**src/rtl/wptr_full_ctrl_pkg.sv**
```systemverilog
// Shared FIFO pointer constants: default geometry and the pointer width
// used by both the write-side and read-side pointer blocks.
package wptr_full_ctrl_pkg;

    localparam int DEF_ADDR_WIDTH = 3;
    localparam int DEF_AF_THRESH  = 6;
    localparam int DEF_PTR_W      = DEF_ADDR_WIDTH + 1;

    // Pointers carry one extra wrap bit beyond the address.
    function automatic int ptr_width(input int addr_width);
        return addr_width + 1;
    endfunction

endpackage

```
**src/rtl/wptr_full_ctrl_gray2bin.sv**
```systemverilog
// Width-parameterized Gray-to-binary converter, purely combinational.
module gray2bin #(
    parameter int W = 4
) (
    input  logic [W-1:0] gray,
    output logic [W-1:0] bin
);

    // Each binary bit is the XOR of all Gray bits at or above it.
    for (genvar i = 0; i < W; i++) begin : g_bit
        assign bin[i] = ^gray[W-1:i];
    end

endmodule

```
**src/rtl/wptr_full_ctrl.sv**
```systemverilog
// Write-side FIFO pointer: binary/Gray write pointer, full/almost-full,
// occupancy and sticky overflow, all in the write clock domain.
module wptr_full_ctrl
    import wptr_full_ctrl_pkg::*;
#(
    parameter int ADDR_WIDTH = DEF_ADDR_WIDTH,
    parameter int AF_THRESH  = DEF_AF_THRESH
) (
    input  logic                  wclk,
    input  logic                  rst_n,
    input  logic                  winc,
    input  logic [ADDR_WIDTH:0]   rptr_sync,
    input  logic                  clr_ovf,
    output logic                  wen,
    output logic [ADDR_WIDTH-1:0] waddr,
    output logic [ADDR_WIDTH:0]   wptr,
    output logic                  full,
    output logic                  almost_full,
    output logic                  overflow,
    output logic [ADDR_WIDTH:0]   wlevel
);

    localparam int PW = ptr_width(ADDR_WIDTH);

    logic [PW-1:0] wbin;
    logic [PW-1:0] wbin_next;
    logic [PW-1:0] wgray_next;
    logic [PW-1:0] rbin;
    logic [PW-1:0] rptr_full_cmp;
    logic [PW-1:0] wlevel_next;
    logic          full_next;
    logic          af_next;

    gray2bin #(.W(PW)) u_rptr_g2b (
        .gray (rptr_sync),
        .bin  (rbin)
    );

    assign wen   = winc & ~full;
    assign waddr = wbin[ADDR_WIDTH-1:0];

    assign wbin_next  = wbin + PW'(wen);
    assign wgray_next = (wbin_next >> 1) ^ wbin_next;

    // Full when the write pointer is one lap ahead: top two Gray bits inverted.
    assign rptr_full_cmp = {~rptr_sync[ADDR_WIDTH:ADDR_WIDTH-1], rptr_sync[ADDR_WIDTH-2:0]};
    assign full_next     = (wgray_next == rptr_full_cmp);

    assign wlevel_next = wbin_next - rbin;
    assign af_next     = (int'(wlevel_next) >= AF_THRESH);

    always_ff @(posedge wclk) begin
        if (!rst_n) begin
            wbin        <= '0;
            wptr        <= '0;
            wlevel      <= '0;
            full        <= 1'b0;
            almost_full <= 1'b0;
            overflow    <= 1'b0;
        end else begin
            wbin        <= wbin_next;
            wptr        <= wgray_next;
            wlevel      <= wlevel_next;
            full        <= full_next;
            almost_full <= af_next;
            // A new overflow event takes priority over a clear.
            overflow    <= (winc & full) | (overflow & ~clr_ovf);
        end
    end

endmodule

```
**config.mk**
```make
export PLATFORM = sky130hd
export DESIGN_NAME = wptr_full_ctrl
export DESIGN_NICKNAME = d
export VERILOG_FILES = /design/src/rtl/wptr_full_ctrl_pkg.sv /design/src/rtl/wptr_full_ctrl_gray2bin.sv /design/src/rtl/wptr_full_ctrl.sv
export SDC_FILE = /design/constraint.sdc
export NUM_CORES = 1
export LEC_CHECK = 0
export CAP_MARGIN = 20
export CORE_MARGIN = 2
export CORE_UTILIZATION = 43
export CTS_BUF_LIST = sky130_fd_sc_hd__clkbuf_16
export DETAILED_ROUTE_END_ITERATION = 8
export GPL_ROUTABILITY_DRIVEN = 0
export PLACE_DENSITY_LB_ADDON = 0.15
export SKIP_CTS_REPAIR_TIMING = 1
export SKIP_LAST_GASP = 1
export SYNTH_ARGS = -nofsm -noshare
export SYNTH_HDL_FRONTEND = slang
export SYNTH_SLANG_ARGS = --single-unit
```
**constraint.sdc**
```tcl
create_clock -name wclk -period 2.9 [get_ports wclk]
set_clock_uncertainty 0.2 [all_clocks]
set_input_delay 0.29 -clock wclk [delete_from_list [all_inputs] [get_ports wclk]]
set_output_delay 0.29 -clock wclk [all_outputs]
set_load 0.02 [all_outputs]
```
[After elaboration in Yosys (flattened, before gate mapping)]
Cells that the tools add are included.
Storage, ports and cells
  register bits after elaboration: 15
  latch bits: 0
  RAM bits: 0
  memory bits (read-only): 0
  input port bits: 8
  logic and storage cells: 21
  memories: 0
Operators by class
  add/sub/neg operators: 2
  multiply operators: 0
  div/mod/pow operators: 0
  magnitude comparators: 1
  equal/unequal tests: 1
  shift operators: 0
  muxes and demuxes: 0
  bitwise gates (word level): 8
  reduce and logical (&&, ||, !) cells: 3
Operator list (number)
  adder 4 x 1 -> 4 bit: 1
  == test 4 bit: 1
  greater-or-equal comparator 4 x 3 -> 1 bit (second input constant): 1
  XOR reduction 4 bit: 1
  subtractor 4 bit: 1
  XOR 3 x 4 -> 4 bit: 1
  bitwise AND 1 bit: 3
  XOR reduction 3 bit: 1
  NOT 1 bit: 2
  NOT 2 bit: 1
  XOR reduction 2 bit: 1
  bitwise OR 1 bit: 1

[Depth between registers and ports, before layout]
Gate-level depths: netlist (run 1).
  depth in word-level cells: 5
  gate-level depth with buffers: 9
  gate-level depth less buffers: 9

[Hierarchy]
A second synthesis (run 1) with hierarchy kept.
Second synthesis, totals
  cell total of the unflattened synthesis: 69
  area total of the unflattened synthesis: 701.9 µm²
Modules (own cells, without submodules)
  wptr_full_ctrl: instances 1, cells an instance 64, area each 651.9 µm²
  gray2bin: instances 1, cells an instance 5, area each 50.0 µm²

[Least setup slack after synthesis (run 1)]
No wires, ideal clock.
  path kind: flip-flop to flip-flop
  start point: register full
  end point: register almost_full
  setup time: 117 ps
  data arrival time: 2194 ps
  setup slack: 389 ps
  stages on the path, launching flop included: 9
  path buffers: 0
  cells stage by stage: dfxtp_1 nor2b_1 ha_1 ha_1 inv_1 fa_1 xnor2_1 and2_1 a22o_1
Between the ends
  cells in the longest elaborated chain, start to end: 5
RTL lines
  start: declaration: RTL line wptr_full_ctrl.sv:17  | output logic full,
  start signal: assignment: RTL line wptr_full_ctrl.sv:64  | full <= full_next;
  NOT 1 bit: RTL line wptr_full_ctrl.sv:39  | assign wen = winc & ~full;
  bitwise AND 1 bit: RTL line wptr_full_ctrl.sv:39
  via wen: RTL line wptr_full_ctrl.sv:14  | output logic wen,
  adder 4 x 1 -> 4 bit: RTL line wptr_full_ctrl.sv:42  | assign wbin_next = wbin + PW'(wen);
  via wbin_next[1]: RTL line wptr_full_ctrl.sv:26  | logic [PW-1:0] wbin_next;
  subtractor 4 bit: RTL line wptr_full_ctrl.sv:49  | assign wlevel_next = wbin_next - rbin;
  greater-or-equal comparator 4 x 3 -> 1 bit: RTL line wptr_full_ctrl.sv:50  | assign af_next = (int'(wlevel_next) >= AF_THRESH);
  end signal: assignment: RTL line wptr_full_ctrl.sv:65  | almost_full <= af_next;
  end: declaration: RTL line wptr_full_ctrl.sv:18  | output logic almost_full,
The timed path passes the listed nets, and every way through them passes these cells.
A chain may end at the register's enable or synchronous reset.

[Worst setup path after layout (run 1)]
  start point: input port rptr_sync[3]
  end point: register almost_full
Between the ends
  cells in the longest elaborated chain, start to end: 3
  elaborated cells between the ends (all ways): 5
  those cells by class: 1 x add/sub; 1 x order compare; 3 x reduce/logical
RTL lines
  start: declaration: RTL line wptr_full_ctrl.sv:12  | input logic [ADDR_WIDTH:0] rptr_sync,
  XOR reduction 4 bit (tied with other cells): RTL line wptr_full_ctrl_gray2bin.sv:11  | assign bin[i] = ^gray[W-1:i];
  subtractor 4 bit *: RTL line wptr_full_ctrl.sv:49
  greater-or-equal comparator 4 x 3 -> 1 bit *: RTL line wptr_full_ctrl.sv:50
Every way passes the cells marked *; elsewhere a longest branch is shown, timed or not.

==> results of run 1 <==
## Yosys cell counts
master and count:
fa_1 1, a21o_1 1, nand2_1 3, a21boi_0 1, a22o_1 1, a21oi_1 1, ha_1 5, inv_1 5
nor2b_1 3, xnor2_1 9, dfxtp_1 14, and2_1 7, nor3_2 1, xor2_2 1, xor2_1 6, nand3_1 2
nand2b_1 1, and2_2 2, clkbuf_1 1
## how the worst max path moves through the flow
stage                             endpoint       startpoint  depth (start not counted)  slack, ns
floorplan           almost_full$_SDFF_PN0_  full$_SDFF_PN0_                          8       0.39
global placement    almost_full$_SDFF_PN0_     rptr_sync[3]                          9       0.09
detailed placement  almost_full$_SDFF_PN0_     rptr_sync[3]                          9       0.05
CTS                 almost_full$_SDFF_PN0_     rptr_sync[3]                          9       0.24
global route        almost_full$_SDFF_PN0_     rptr_sync[3]                          9       0.13
finish              almost_full$_SDFF_PN0_     rptr_sync[3]                          9       0.26
## critical path, stage by stage
cell and delay [ns]:
clkdlybuf4s50_1 0.45, xnor2_1 0.28, xor2_1 0.30, xnor2_1 0.12
ha_1 0.21, fa_1 0.39, xnor2_1 0.14, and2_1 0.17
a22o_1 0.22
## logic make-up after synthesis
logic type | after synthesis
adders and majority gates | 6
and+or+nand+nor | 19
DFF | 14
buffers and inverters | 6
xor gates and xnor gates | 16
AOI/OAI and AO/OA | 4
## layer usage
layer,global-route usage,wire length [um],up-vias
met5,0,0,-
met4,0.09091,27,0
met3,0.04167,58,4
met2,0.2559,626,13
met1,0.2042,569,239
li1,-,-,256
## state kept, by name, indices dropped and copies added (netlist names)
| signal | count |
|---|---|
| wlevel | 4 |
| full | 1 |
| almost_full | 1 |
| overflow | 1 |
| wbin | 3 |
| wptr | 4 |
## power by group
part | total [mW] | leakage [nW] | internal, mW | switching (mW)
sequential | 0.230 | 0.115 | 0.221 | 0.00897
clock | 0.259 | 0.0385 | 0.182 | 0.0771
combinational | 0.229 | 0.279 | 0.116 | 0.113
total | 0.718 | 0.433 | 0.519 | 0.199
## area by class of cell
class | instances | share of cell area
Clock buffer | 3 | 0.07453
Sequential cell | 14 | 0.2783
Inverter | 5 | 0.01863
Timing Repair Buffer | 24 | 0.2335
Tap cell | 16 | 0.01988
Multi-Input combinational cell | 45 | 0.3714
Clock inverter | 1 | 0.003727
## per-stage QoR
stage | utilization | hold WS, ns
6_report | 0.6765 | 0.2781
5_1_grt | 0.6765 | 0.3286
4_1_cts | 0.6765 | 0.2900
3_5_place_dp | 0.6235 | 0.2828
3_3_place_gp | 0.6235 | 0.2695
2_1_floorplan | - | 0.2155
==> out/metrics.cfg, run 1 <==
[synthesis]
muxShareOfSynthArea=0
synth_cell_types=19
ys_seq_elements=14
synth.net_count=79
synth_seq_area_share=0.4140
synth.area.top_cells=dfxtp_1 41%, xnor2_1 12%, ha_1 9.2%
synth_top_family_by_area=XOR/XNOR gates
synth_cells=65
synth.top_cell.area_share=0.4140
yosys.area.top_type=dfxtp_1
syn_avg_cell_area_um2=10.41
synth-xor-area-share=0.2181
synth_adder_area_share=0.1220
synth-simple-area-share=0.1701
synth-compound-area-share=0.04251
synth_area_um2=676.9
yosysWarningCount=0

[final_layout]
final_common_cell=clkdlybuf4s50_1
seqCellArea_um2=280.3
instances_no_fill=108
drive_above_1_share=0.09783
layout_common_cells=22 x clkdlybuf4s50_1, 14 x dfxtp_1, 9 x xnor2_1, 7 x and2_1, 6 x xor2_1
syn_to_final_growth_pct=48.80
final.fill_count=127
multi_input_area_um2=374.1
layout.nets=107
antenna_cells=0
finalInstanceArea_um2=1007

[worst_hold_path]
hp-class=reg -> reg
hold_path_depth=2
worstHoldStart=overflow$_SDFF_PN0_
min_to=overflow$_SDFF_PN0_

[setup_path]
cp-start-kind=input pin
rr_worst_depth=8
r2r_setup_slack_ns=0.52
r2r_start=full$_SDFF_PN0_
worstReg2RegEnd=almost_full$_SDFF_PN0_
worstPathMaxFanout=2
cp.required_ns=2.83
path_class=in -> reg
worst_ep_arrival_time_ns=2.57
end_kind=register

[sta]
relSlewSlack=0.7249
worst_pin_slew_ns=0.4114
worst_slack_ns=0.2644
timing.final.hold_violations=0
rsz0062_at_grt=false
period_minus_slack_ns=2.636
fin_crit_sh=0.9088
finalSetupTns_ns=0
slew_viol_final=0
setup_viol=0
clock.fmax_mhz=379.4

[global_routing]
grt_pass1_vias=530
grt_pass1_wl_um=2242
antenna_found_initial=0
grt_max_degree=15
grt_remaining_overflow=0
grt_util_all_layers=0.1635

[detailed_routing]
wirelength_um=1282
drtIter0Drc=7
num_vias=512
drc_errors=0
wl_per_cell_um=11.87
ant_nets=0
drt-pass1-iter-count=2
via_per_inst=4.741

[place]
pre_cts_slack_ns=0.04940
post_dp_cell_area_um2=928.4
port_buffers=22
placed_cells=104
dp_hpwl_um=950.6

[die]
rows=14
ioPinCount=23
core_um2=1489
start_util=0.4546
die_width_um=43.68
die_h_um=43.68
dieArea_um2=1908

[power_and_ir_drop]
p_per_area_nw_per_um2=713.3
vdd_ir_drop_max_uv=469.0
power.leakage_nw=0.4331
total_power_uw=718.4

[clock_tree]
clk_pin_slew_ns=0.05
cts_buffer_depth=2
cts_sinks=14
cts_tree=yes
root_buffer=clkbuf_16
cts_max_level=1
numCtsBuffers=3
clk_latency_ns=0.24

[outcome]
status=finished, final reports clean

[run]
maxCapViolations=0

Power figures use the tool's default switching activity.
==> run 2: changes to the inputs <==
- SYNTH_HIERARCHICAL: not set -> 1
==> out/metrics.cfg, run 2 <==
[clock_tree]
cts_buffer_depth=2  ; unchanged
numCtsBuffers=3  ; unchanged
clk_latency_ns=0.24  ; about the same
root_buffer=clkbuf_16  ; unchanged
clk_pin_slew_ns=0.04  ; was 0.05 ns
cts_sinks=14  ; unchanged
cts_max_level=1  ; unchanged
cts_tree=yes  ; unchanged

[sta]
fin_crit_sh=0.8788  ; was 0.9088
clock.fmax_mhz=392.4  ; was 379.4 MHz
finalSetupTns_ns=0  ; unchanged
rsz0062_at_grt=false  ; unchanged
worst_pin_slew_ns=0.2788  ; was 0.4114 ns
timing.final.hold_violations=0  ; unchanged
relSlewSlack=0.8140  ; was 0.7249
slew_viol_final=0  ; unchanged
period_minus_slack_ns=2.549  ; was 2.636 ns
setup_viol=0  ; unchanged

[power_and_ir_drop]
p_per_area_nw_per_um2=689.4  ; was 713.3 nW/um^2
p_comb_frac=0.312  ; was 0.319
p_sw_uw=190.8  ; was 199.1 uW
vdd_ir_drop_max_uv=387.9  ; was 469.0 uV
p_sw_frac=0.2711  ; was 0.2771
power.leakage_nw=0.4393  ; was 0.4331 nW
pwr-share-clk=0.361  ; about the same
p_int_uw=513.0  ; was 519.3 uW
seq_power_share=0.327  ; was 0.321

[synthesis]
synth_most_common_cell=dfxtp_1  ; unchanged
yosysWarningCount=6  ; was 0
synth_cells=69  ; was 65
syn_avg_cell_area_um2=10.17  ; was 10.41 um^2
synth_enable_flop_cells=0  ; unchanged
synth_cell_types=22  ; was 19
ys.flop_type=dfxtp_1  ; unchanged
synth.top_cell.area_share=0.3993  ; was 0.4140
synth.area.top_cells=dfxtp_1 40%, ha_1 8.9%, xnor2_1 8.7%  ; was dfxtp_1 41%, xnor2_1 12%, ha_1 9.2%
yosys.area.top_type=dfxtp_1  ; unchanged
ys_async_sr_fraction=0  ; unchanged
synth.net_count=83  ; was 79
synth_area_um2=701.9  ; was 676.9 um^2
synth_seq_area_share=0.3993  ; was 0.4140
synth_top_cells_by_count=14 x dfxtp_1, 7 x nand2_1, 7 x xnor2_1  ; was 14 x dfxtp_1, 9 x xnor2_1, 7 x and2_1
ys_seq_elements=14  ; unchanged

[die]
die_width_um=44.40  ; was 43.68 um
core_um2=1524  ; was 1489 um^2
die_h_um=44.40  ; was 43.68 um
dieArea_um2=1971  ; was 1908 um^2
start_util=0.4606  ; was 0.4546
ioPinCount=23  ; unchanged
rows=14  ; unchanged

[final_layout]
final.fill_count=124  ; was 127
drive_above_1_share=0.1158  ; was 0.09783
antenna_cells=0  ; unchanged
layout.nets=110  ; was 107
reg_top3=wlevel x4, wptr x4, wbin x3  ; unchanged
syn_to_final_growth_pct=45.45  ; was 48.80%
final_common_cell=clkdlybuf4s50_1  ; unchanged
finalInstanceArea_um2=1021  ; was 1007 um^2
layout_common_cells=22 x clkdlybuf4s50_1, 14 x dfxtp_1, 7 x nand2_1, 7 x xnor2_1, 6 x nor2_1  ; was 22 x clkdlybuf4s50_1, 14 x dfxtp_1, 9 x xnor2_1, 7 x and2_1, 6 x xor2_1

[detailed_routing]
via_per_inst=4.613  ; was 4.741
ant_nets=0  ; unchanged
drtIter0Drc=6  ; was 7
drc_errors=0  ; unchanged
num_vias=512  ; unchanged
wirelength_um=1218  ; was 1282 um
wl_per_cell_um=10.97  ; was 11.87 um
drt-pass1-iter-count=4  ; was 2

[run]
maxCapViolations=0  ; unchanged

[setup_path]
critPathLaunch=winc  ; was rptr_sync[3]
crit_top_cell=ha_1  ; was xnor2_1
end_kind=register  ; unchanged
critPathCapture=almost_full$_SDFF_PN0_  ; unchanged
worstPathMaxFanout=3  ; was 2
slowest_delay_ns=0.47  ; was 0.45 ns
critical_path_depth=10  ; was 9
path_cells=clkdlybuf4s50_1, nor2b_1, ha_1, ha_1, xor2_2, ha_1, a21oi_1, o21ai_0, xnor3_1, o22ai_1  ; was clkdlybuf4s50_1, xnor2_1, xor2_1, xnor2_1, ha_1, fa_1, xnor2_1, and2_1, a22o_1
worst_ep_arrival_time_ns=2.47  ; was 2.57 ns
rr_worst_depth=9  ; was 8
path_class=in -> reg  ; unchanged
critPathSlowestCell=clkdlybuf4s50_1  ; unchanged
r2r_setup_slack_ns=0.58  ; was 0.52 ns
r2r_start=full$_SDFF_PN0_  ; unchanged
cp.buffers_inverters=1  ; unchanged
worstReg2RegEnd=almost_full$_SDFF_PN0_  ; unchanged
crit_family=adder cells  ; was XOR/XNOR gates
cp.required_ns=2.82  ; was 2.83 ns
cp-start-kind=input pin  ; unchanged

[place]
post_dp_cell_area_um2=942.2  ; was 928.4 um^2
dp_hpwl_um=930.6  ; was 950.6 um
port_buffers=22  ; unchanged

[global_routing]
grt_remaining_overflow=0  ; unchanged
grt_pass1_vias=527  ; was 530
grt_max_degree=10  ; was 15
antenna_found_initial=0  ; unchanged
grt_util_all_layers=0.1583  ; was 0.1635
grt_pass1_wl_um=2159  ; was 2242 um

[worst_hold_path]
hold_path_depth=2  ; unchanged
hp-class=reg -> reg  ; unchanged

[outcome]
status=finished, final reports clean  ; unchanged

[run 2: changes by cell type after synthesis, moves of 2 or more]
cell,change
xor2_2,+2
xnor2_1,-2
nand2_1,+4
a21oi_1,+2
nor2_1,+6
and2_1,-6
nor2b_1,-2
[run 2: worst register-to-register path, delay by kind of cell (launching register included)]
kind	cells	cell delay, ns
simple gates	1	0.17
flops	1	0.31
xor+xnor	2	0.41
fa+ha+maj	3	0.76
compound gates	3	0.34
[run 2: power by group through the flow]
stage               Clock (mW)  Sequential (mW)  Combinational (mW)
finish                   0.254            0.230               0.220
global route             0.269            0.234               0.241
CTS                      0.258            0.230               0.223
detailed placement           0            0.234               0.221
global placement             0            0.234               0.218
floorplan                    0            0.271              0.0974
[run 2: metrics by stage]
stage	power (mW)	instances	utilization	setup slack [ns]	hold slack, ns
6_report	0.7039	111	0.6700	0.3515	0.2684
5_1_grt	0.7436	111	0.6700	0.1658	0.3071
4_1_cts	0.7113	111	0.6700	0.3212	0.2747
3_5_place_dp	0.4547	107	0.6182	0.1453	0.2664
3_3_place_gp	0.4523	107	0.6182	0.1723	0.2593
2_1_floorplan	0.3684	69	-	0.3283	0.2014
[run 2: area by class of cell]
| type | count | area, um^2 | share of cell area |
|---|---|---|---|
| inverters | 6 | 22.52 | 0.02206 |
| clock inverters | 1 | 3.754 | 0.003676 |
| flip-flops and latches | 14 | 280.3 | 0.2745 |
| repair buffers | 23 | 227.7 | 0.2230 |
| well taps | 16 | 20.02 | 0.01961 |
| multi-input cells | 48 | 391.6 | 0.3836 |
| clock buffers | 3 | 75.07 | 0.07353 |
[run 2: worst min path at each step]
stage | to | startpoint | slack [ns]
3_3_place_gp | overflow$_SDFF_PN0_ | overflow$_SDFF_PN0_ | 0.26
6_report | overflow$_SDFF_PN0_ | overflow$_SDFF_PN0_ | 0.27
2_1_floorplan | wlevel[2]$_SDFF_PN0_ | rst_n | 0.20
3_5_place_dp | overflow$_SDFF_PN0_ | overflow$_SDFF_PN0_ | 0.27
5_1_grt | overflow$_SDFF_PN0_ | overflow$_SDFF_PN0_ | 0.31
4_1_cts | overflow$_SDFF_PN0_ | overflow$_SDFF_PN0_ | 0.27
[run 2: layer usage]
metal	wire, um	global-route usage
met3	72	0.03673
met4	27	0.1091
met5	0	0
met1	567	0.2000
met2	550	0.2382
[run 2: cells by family after synthesis]
group	share of synthesized area
AO/OA/AOI/OAI	0.03743
XOR/XNOR	0.2513
adder cells (fa/ha/maj)	0.1176
buffers and inverters	0.04278
flip-flops	0.3993
AND/OR/NAND/NOR	0.1515
